### src/rtl/rev_pkg.sv
// Shared types for the reversible accumulate stage: direction, FSM state
// encoding and the layout of one history entry.
package rev_pkg;

  localparam int unsigned P_W = 16;
  localparam int unsigned A_W = 8;

  typedef enum logic {
    DIR_FWD = 1'b0,
    DIR_BWD = 1'b1
  } rev_dir_e;

  typedef enum logic [1:0] {
    FWD  = 2'd0,
    SW_B = 2'd1,
    BWD  = 2'd2,
    SW_F = 2'd3
  } acc_state_e;

  typedef struct packed {
    logic [P_W-1:0] p;
    logic [A_W-1:0] a;
  } hist_entry_t;

endpackage

### src/rtl/rev_lifo.sv
// Register-array stack holding the forward history. Only the pointer is
// reset; entry contents are meaningless once popped or after reset.
module rev_lifo #(
  parameter int unsigned DEPTH = 8,
  parameter int unsigned W     = 24,
  parameter int unsigned CNT_W = $clog2(DEPTH + 1)
) (
  input  logic             clk,
  input  logic             rst_n,
  input  logic             push,
  input  logic             pop,
  input  logic [W-1:0]     wdata,
  output logic [W-1:0]     top,
  output logic [CNT_W-1:0] count,
  output logic             full,
  output logic             empty
);

  localparam int unsigned AW = (DEPTH > 1) ? $clog2(DEPTH) : 1;

  logic [W-1:0]     mem_r [DEPTH];
  logic [CNT_W-1:0] ptr_r;
  logic [AW-1:0]    wr_idx_s;
  logic [AW-1:0]    rd_idx_s;
  logic [CNT_W-1:0] ptr_dec_s;

  // Index, status and top-of-stack decode from the occupancy pointer.
  always_comb begin
    ptr_dec_s = ptr_r - CNT_W'(1'b1);
    wr_idx_s  = ptr_r[AW-1:0];
    rd_idx_s  = ptr_dec_s[AW-1:0];
    full      = (ptr_r == CNT_W'(DEPTH));
    empty     = (ptr_r == {CNT_W{1'b0}});
    if (empty) begin
      top = {W{1'b0}};
    end else begin
      top = mem_r[rd_idx_s];
    end
  end

  // Occupancy pointer; push and pop are mutually exclusive upstream.
  always_ff @(posedge clk or negedge rst_n) begin
    if (!rst_n) begin
      ptr_r <= {CNT_W{1'b0}};
    end else if (push && !full) begin
      ptr_r <= ptr_r + CNT_W'(1'b1);
    end else if (pop && !empty) begin
      ptr_r <= ptr_dec_s;
    end
  end

  // Entry storage, written at the current pointer on push.
  always_ff @(posedge clk) begin
    if (push && !full) begin
      mem_r[wr_idx_s] <= wdata;
    end
  end

  assign count = ptr_r;

endmodule

### src/rtl/rev_mac_acc.sv
// Reversible accumulate stage: forward adds products and records history,
// backward pops history and subtracts, handing {p, a} back upstream.
module rev_mac_acc #(
  parameter int unsigned DEPTH = 8,
  parameter int unsigned ACC_W = 24,
  parameter int unsigned P_W   = 16,
  parameter int unsigned A_W   = 8
) (
  input  logic                         clk,
  input  logic                         rst_n,
  input  logic                         dir,
  input  logic                         fin_valid,
  output logic                         fin_ready,
  input  logic [P_W-1:0]               fin_p,
  input  logic [A_W-1:0]               fin_a,
  output logic                         bout_valid,
  input  logic                         bout_ready,
  output logic [P_W-1:0]               bout_p,
  output logic [15:0]                  bout_a_b,
  output logic [ACC_W-1:0]             acc,
  output logic [$clog2(DEPTH+1)-1:0]   count,
  output logic                         mode_bwd
);

  import rev_pkg::*;

  localparam int unsigned CNT_W = $clog2(DEPTH + 1);
  localparam int unsigned E_W   = P_W + A_W;

  acc_state_e       state_r;
  logic             en_r;
  logic             mode_bwd_r;
  logic [ACC_W-1:0] acc_r;

  logic             dir_bwd_s;
  logic             full_s;
  logic             empty_s;
  logic             push_s;
  logic             pop_s;
  logic             fin_ready_s;
  logic             bout_valid_s;
  logic [E_W-1:0]   top_s;
  logic [P_W-1:0]   top_p_s;
  logic [A_W-1:0]   top_a_s;
  logic [CNT_W-1:0] count_s;

  rev_lifo #(
    .DEPTH (DEPTH),
    .W     (E_W),
    .CNT_W (CNT_W)
  ) u_hist (
    .clk   (clk),
    .rst_n (rst_n),
    .push  (push_s),
    .pop   (pop_s),
    .wdata ({fin_p, fin_a}),
    .top   (top_s),
    .count (count_s),
    .full  (full_s),
    .empty (empty_s)
  );

  // Handshake qualification; readiness is gated by the live dir input so a
  // direction change never completes a transfer in the cycle it happens.
  always_comb begin
    dir_bwd_s    = (rev_dir_e'(dir) == DIR_BWD);
    fin_ready_s  = en_r && (state_r == FWD) && !dir_bwd_s && !full_s;
    bout_valid_s = (state_r == BWD) && dir_bwd_s && !empty_s;
    push_s       = fin_valid && fin_ready_s;
    pop_s        = bout_valid_s && bout_ready;
    top_p_s      = top_s[E_W-1:A_W];
    top_a_s      = top_s[A_W-1:0];
  end

  // Direction FSM with a one-cycle bubble on every switch; en_r keeps
  // fin_ready low until the first edge after reset release.
  always_ff @(posedge clk or negedge rst_n) begin
    if (!rst_n) begin
      state_r    <= FWD;
      mode_bwd_r <= 1'b0;
      en_r       <= 1'b0;
    end else begin
      en_r <= 1'b1;
      case (state_r)
        FWD: begin
          state_r    <= dir_bwd_s ? SW_B : FWD;
          mode_bwd_r <= 1'b0;
        end
        SW_B: begin
          state_r    <= dir_bwd_s ? BWD : FWD;
          mode_bwd_r <= dir_bwd_s;
        end
        BWD: begin
          state_r    <= dir_bwd_s ? BWD : SW_F;
          mode_bwd_r <= dir_bwd_s;
        end
        SW_F: begin
          state_r    <= dir_bwd_s ? BWD : FWD;
          mode_bwd_r <= dir_bwd_s;
        end
        default: begin
          state_r    <= FWD;
          mode_bwd_r <= 1'b0;
        end
      endcase
    end
  end

  // Accumulator; wrap is intentional since a later pop undoes it exactly.
  always_ff @(posedge clk or negedge rst_n) begin
    if (!rst_n) begin
      acc_r <= {ACC_W{1'b0}};
    end else if (push_s) begin
      acc_r <= acc_r + ACC_W'(fin_p);
    end else if (pop_s) begin
      acc_r <= acc_r - ACC_W'(top_p_s);
    end
  end

  // Backward payload is forced to zero whenever it is not being offered.
  always_comb begin
    if (bout_valid_s) begin
      bout_p   = top_p_s;
      bout_a_b = 16'(top_a_s);
    end else begin
      bout_p   = {P_W{1'b0}};
      bout_a_b = 16'h0000;
    end
  end

  assign fin_ready  = fin_ready_s;
  assign bout_valid = bout_valid_s;
  assign acc        = acc_r;
  assign count      = count_s;
  assign mode_bwd   = mode_bwd_r;

endmodule

### config.mk
export PLATFORM = sky130hd
export DESIGN_NAME = rev_mac_acc
export DESIGN_NICKNAME = d
export VERILOG_FILES = /design/src/rtl/rev_pkg.sv /design/src/rtl/rev_lifo.sv /design/src/rtl/rev_mac_acc.sv
export SDC_FILE = /design/constraint.sdc
export NUM_CORES = 1
export LEC_CHECK = 0
export CAP_MARGIN = 20
export CORE_MARGIN = 8
export CORE_UTILIZATION = 37
export DETAILED_ROUTE_END_ITERATION = 16
export HOLD_SLACK_MARGIN = 0.1
export PLACE_DENSITY_LB_ADDON = 0.15
export SYNTH_ARGS = -nofsm -noshare
export SYNTH_HDL_FRONTEND = slang
export SYNTH_HIERARCHICAL = 1
export SYNTH_SLANG_ARGS = --single-unit
### constraint.sdc
create_clock -name clk -period 6.63 [get_ports clk]
set_input_delay 0.9945 -clock clk [delete_from_list [all_inputs] [get_ports clk]]
set_output_delay 0.9945 -clock clk [all_outputs]
set_load 0.02 [all_outputs]
==> metrics, run 1 <==
filler instances 2,543; Hold Path Origin acc[23]; # IOs 92; synthesized area per cell 13.9 sq um; initial antenna violation count 0; worst relative slew slack 26.3%; crit end category flop; Clock Skew about 0.011 ns; Req. time, crit path 7.03 ns; Gate Count Post-Synth 767; worst r2r src u_hist/count[0]; Skew-Pair Late Insertion Delay roughly 0.54 ns; GP Congestion 0.844; Post-CTS Hold Fix Bufs 0; IO buf count just over 80; PostCTS Resize Cnt 0; setup TNS after final layout 0 ns; share of layout cells above drive strength 1 14.3%; die area 34,600 sq um; CTS tree yes; Top FF cell, synth edfxtp_1; vias in the first global route 6,761; Clock Path Buffers 3; worst slack at placement 0.969 ns; Cell Area, Synth around 11,000 sq um; Final HPWL DP about 17,000 um; Worst Hold Path Cells 1; Layout area overhead 19.2%; core area 28,600 sq um; gr ovfl total 0; drt initial violations 646; sequential fraction of the synthesis area between 60% and 70%; row count 62; fin crit share a little under nine tenths; achievable frequency 175 MHz; setup bufs post-CTS 0; post-synthesis cell type count 66; Hold Fails Final Rpt 0; clock sink total about 220; WP data arrival 6.12 ns; Leak 4.47 nW; Final Hold Slack 0.474 ns; Least-Margin Pin Slew 1.10 ns; Max-cap violations 0; commonest non-fill, non-tap cell in the layout edfxtp_1; Inst Count DP 1,206; CTS Buf Count 25; PwrDens 568 nW/um^2; WL final 25,900 um; DR vias/cell 5.23; Peak VDD IR 216 uV; # DRC 0; Worst-path clk slew 0.06 ns; post-layout minimum cycle time 5.72 ns; setup violators final 0; commonest non-fill, non-tap cells in the layout edfxtp_1 (192), clkdlybuf4s50_1 (83), a21oi_1 (51), mux4_2 (48), nor2_1 (47); first-pass GRT wire length a little under 40,000 um; fin nets 906; All-Layer GR Usage between 10 and 15%; placed inst area 11,800 sq um; Worst Hold Endpoint acc[23]; post-synthesis register bit count 224; pins over their slew limit 0; R2R Setup Slk 0.91 ns; routed len/inst 20.7 um; total power draw 7.24 mW; Starting Density a little under two fifths; remaining antenna violation count 0; unrepaired setup endpoints after global routing no; Async SR Flop Fraction 14.3%; Setup WS post-layout 0.907 ns; Setup CP Type flop to flop; die width 186 um; critical path startpoint category flop; Yosys warnings 6; min-delay worst type flop to flop; status completed; Worst R2R End acc[22]; die height 186 um; post-route cell area 12,700 sq um; EDFF count, synth 192; Post-Layout Cell Count 1,253; R2R depth 22; largest net degree at the start of global routing 40; CTS H-tree depth 1; Final Core Density 44.5%; DR pass1 iterations 5; vias about 6,600; CP max FO 19; antenna fix cells 0; CTS root buffer clkbuf_16
-- final cells by class --
type / instances / area [sq um] / share of cell area, %
multi-input combinational: 448 / 3670 / 28.8
sequential: 224 / 6570 / 51.5
clock buffer: 29 / 641 / 5.02
timing repair buffer: 93 / 906 / 7.11
tap: 384 / 480 / 3.77
inverter: 58 / 218 / 1.71
clock inverter: 17 / 263 / 2.06
-- flip-flops by register name, summed over array words and instances, names as in the netlist, named ones only --
signal	count
u_hist/mem_r	192
acc	24
u_hist/count	4
en_r	1
mode_bwd	1
state_r	1
-- cell usage after synthesis, types with 14 or more instances --
| master | n | share of area, % |
|---|---|---|
| edfxtp_1 | 192 | 54 |
| a21oi_1 | 51 | 2.4 |
| nor2_1 | 49 | 1.7 |
| mux4_2 | 48 | 10 |
| nand2_1 | 46 | 1.6 |
| inv_1 | 43 | 1.5 |
| dfrtp_1 | 32 | 7.5 |
| and2_1 | 27 | 1.6 |
| ha_1 | 26 | 3.0 |
| o22ai_1 | 25 | 1.5 |
| o21ai_0 | 23 | 1.1 |
| xor2_1 | 19 | 1.6 |
| clkinv_1 | 14 | 0.49 |
-- worst max-delay path, cell delays in order (launching register included) --
cell	delay [ns]
dfrtp_4	0.68
inv_1	0.19
ha_2	0.27
nor2b_4	0.14
and2_2	0.22
nor2_2	0.48
o22ai_1	0.24
inv_1	0.11
ha_1	0.18
nand2b_1	0.08
nand2b_1	0.18
or3_1	0.39
nor4_1	0.25
xor2_1	0.18
a21oi_1	0.09
ha_1	0.36
and4_1	0.23
a21oi_1	0.24
o211ai_1	0.17
a211oi_2	0.37
nor4_4	0.10
nor4b_1	0.32
a211oi_1	0.08
-- worst max-delay path by stage --
stage	startpoint	endpoint	slack [ns]	depth (start not counted)
after detailed placement	u_hist/count[0]	acc[22]	0.97	22
after CTS	u_hist/count[0]	acc[22]	0.95	22
after global placement	u_hist/count[0]	acc[23]	1.19	23
after global routing	u_hist/count[0]	acc[22]	0.52	22
after floorplan	u_hist/count[0]	acc[18]	1.67	25
final	u_hist/count[0]	acc[22]	0.91	22
-- per-layer routing --
metal | track usage [%] | routed length (um) | vias up | share of wire (%)
li1 | - | - | 3041 | -
met1 | 19.5 | 11200 | 3270 | 43
met2 | 25.3 | 12500 | 202 | 48
met3 | 3.03 | 1710 | 42 | 6.6
met4 | 3.37 | 502 | 0 | 1.9
met5 | 0 | 0 | - | 0
-- where the power goes --
part           total (mW)  switching [mW]  internal, mW
registers            1.79           0.142          1.65
logic                3.94            2.29          1.66
clock network        1.51           0.579         0.936
-- cells by family after synthesis --
family          Yosys count  share of synthesized area [%]
other cells               2                         0.0702
buf+inv                 102                           4.77
xor+xnor                 32                           2.62
simple gates            182                           8.81
compound gates          146                           8.62
fa+ha+maj                27                           3.23
flops                   224                           61.4
mux                      52                           10.5
No activity file was read; power rests on OpenSTA's default activity.
==> run 2, diff against run 1 <==
SETUP_SLACK_MARGIN = 0.3   (was default)
clock period = 5.9 ns   (was 6.63 ns; I/O delays follow)
==> run 2 against run 1 <==
  * Register-to-register slack lost 0.17 ns
  * Combinational power grew 15%
  * Count of clock-buffer cells in the layout grew 4
  * Global-route usage grew 0.43 points
  * Sequential power grew 11%
  * Clock skew shrank 0.00089 ns
  * Worst setup slack lost 0.17 ns
  * Critical path depth is the same
  * Routed wire length grew 1.7%
  * Clock power grew 9.9%
  * First-iteration DRC count shrank 18%
  * Via count grew 1.1%
  * Critical endpoint is now acc[23]
  * Highest routed layer unchanged
==> metrics, run 2 (synthesis results as in run 1) <==
largest net degree at the start of global routing 38; remaining antenna violation count 0; Setup WS post-layout 0.737 ns; Largest Register u_hist/mem_r; post-route cell area roughly 13,000 sq um; CTS tree yes; vias 6,629; crit-path max cell delay approximately 0.48 ns; pins over their slew limit 0; vias in the first global route about 7,000; CP top delay family simple AND/OR/NAND/NOR gates; min-delay worst type flop to flop; max FFs per register 192; commonest non-fill, non-tap cells in the layout edfxtp_1 (192), clkdlybuf4s50_1 (83), a21oi_1 (51), mux4_2 (48), nor2_1 (47); placed inst area 11,900 sq um; Net Sw Power 3.38 mW; Least-Margin Pin Slew 0.661 ns; core area 28,600 sq um; DR pass1 iterations 5; CTS Buf Count 26; PostCTS Resize Cnt 0; worst r2r src u_hist/count[1]; # DRC 0; switching fraction of total power around two fifths; critical path cell sequence inv_1 -> ha_4 -> nor2b_1 -> or2_1 -> o22ai_1 -> inv_1 -> ha_1 -> nand2b_1 -> nand2b_1 -> or3_1 -> nand2b_1 -> nor2_1 -> xor2_1 -> a21oi_1 -> ha_1 -> a21oi_1 -> o21ai_0 -> o2111ai_1 -> a21o_1 -> and3b_1 -> nor3_2 -> xor2_1; Crit-path slowest cell dfrtp_1; Clock Skew 0.00965 ns; Hold Path Origin acc[23]; DR vias/cell 5.24; Worst Hold Path Cells 1; die area 34,600 sq um; R2R Setup Slk 0.74 ns; CP max FO 9; achievable frequency 194 MHz; Seq pwr share between 20% and 30%; routed len/inst 20.8 um; row count between 60 and 70; critical path startpoint category flop; die width around 190 um; clock sink total roughly 220; post-layout minimum cycle time 5.16 ns; Hold Fails Final Rpt 0; fin crit share 87.5%; Worst Hold Endpoint acc[23]; Layout area overhead 19.9%; unrepaired setup endpoints after global routing no; # IOs 92; Combinational Power Share 55.4%; WP data arrival 5.62 ns; PwrDens 636 nW/um^2; Clock Path Buffers 3; commonest non-fill, non-tap cell in the layout edfxtp_1; setup violators final 0; worst path bufs/invs 2; CTS H-tree depth 1; fin nets 917; Leak 4.54 nW; IO buf count 83; die height 186 um; Max-cap violations 0; initial antenna violation count 0; Peak VDD IR 277 uV; antenna fix cells 0; WL final 26,300 um; Post-CTS Hold Fix Bufs 0; Worst R2R End acc[23]; worst slack at placement 0.573 ns; Final HPWL DP 17,700 um; Setup CP Type flop to flop; clock share of power between 20% and 30%; drt initial violations approximately 530; Req. time, crit path around 6.4 ns; Pint 4.78 mW; worst relative slew slack between 50 and 60%; R2R depth 22; status completed; setup bufs post-CTS 0; Worst-path clk slew 0.05 ns; CTS root buffer clkbuf_16; crit end category flop; GP Congestion 0.845; All-Layer GR Usage 15.3%; most frequent CP cell nand2b_1; Starting Density 37.4%; gr ovfl total 0; Skew-Pair Late Insertion Delay 0.53 ns; first-pass GRT wire length slightly above 40,000 um; filler instances between 2,000 and 3,000; share of layout cells above drive strength 1 14.4%; setup TNS after final layout 0 ns
## run 2: cell types whose count changed in the layout (fill, tap and decap cells not counted), moves of 2 or more
cell        previous run  this run
inv_6                  3         0
and3_2                 4         0
clkbuf_1               4         7
clkinv_2               2         4
and3_1                 5         9
buf_4                 10        18
clkinvlp_4             2         0
## run 2: layout make-up
cell class	count	area [sq um]	share of cell area, %
clock buffers	33	677	5.28
multi-input cells	448	3670	28.6
clock inverters	14	220	1.72
flip-flops and latches	224	6570	51.2
inverters	58	218	1.70
repair buffers	103	992	7.73
well taps	384	480	3.75
## run 2: worst max-delay path by stage
stage                          from      end  depth (start not counted)
floorplan           u_hist/count[0]  acc[18]                         25
global placement    u_hist/count[1]  acc[18]                         18
detailed placement  u_hist/count[1]  acc[20]                         18
CTS                 u_hist/count[1]  acc[20]                         18
global route        u_hist/count[0]  acc[20]                         20
finish              u_hist/count[1]  acc[23]                         22
## run 2: layer usage
metal | vias up | GRT usage [%] | part of all wire [%]
li1 | 3053 | - | -
met1 | 3353 | 19.9 | 43
met2 | 190 | 26.6 | 50
met3 | 33 | 2.75 | 5.8
met4 | 0 | 3.02 | 1.7
met5 | - | 0 | 0
## run 2: power groups by stage
stage	Sequential (mW)	Combinational, mW	Clock [mW]
final	1.98	4.52	1.66
after global routing	2.00	4.97	1.76
after CTS	1.98	4.52	1.71
after detailed placement	2.01	4.50	0
after global placement	2.00	4.43	0
after floorplan	2.07	3.24	0
## run 2: per-stage QoR
stage	instances	hold slack [ns]	power (mW)	utilization [%]
2_1_floorplan	774	0.465	5.32	-
3_3_place_gp	1216	0.497	6.44	41.6
3_5_place_dp	1216	0.501	6.51	41.6
4_1_cts	1263	0.509	8.21	44.7
5_1_grt	1264	0.529	8.74	44.8
6_report	1264	0.494	8.16	44.8
## run 2: worst reg2reg max path: stages (launching register included)
cell,delay (ns)
dfrtp_1,0.48
inv_1,0.17
ha_4,0.21
nor2b_1,0.22
or2_1,0.43
o22ai_1,0.22
inv_1,0.13
ha_1,0.19
nand2b_1,0.07
nand2b_1,0.17
or3_1,0.38
nand2b_1,0.24
nor2_1,0.14
xor2_1,0.15
a21oi_1,0.09
ha_1,0.43
a21oi_1,0.16
o21ai_0,0.39
o2111ai_1,0.15
a21o_1,0.18
and3b_1,0.18
nor3_2,0.16
xor2_1,0.15
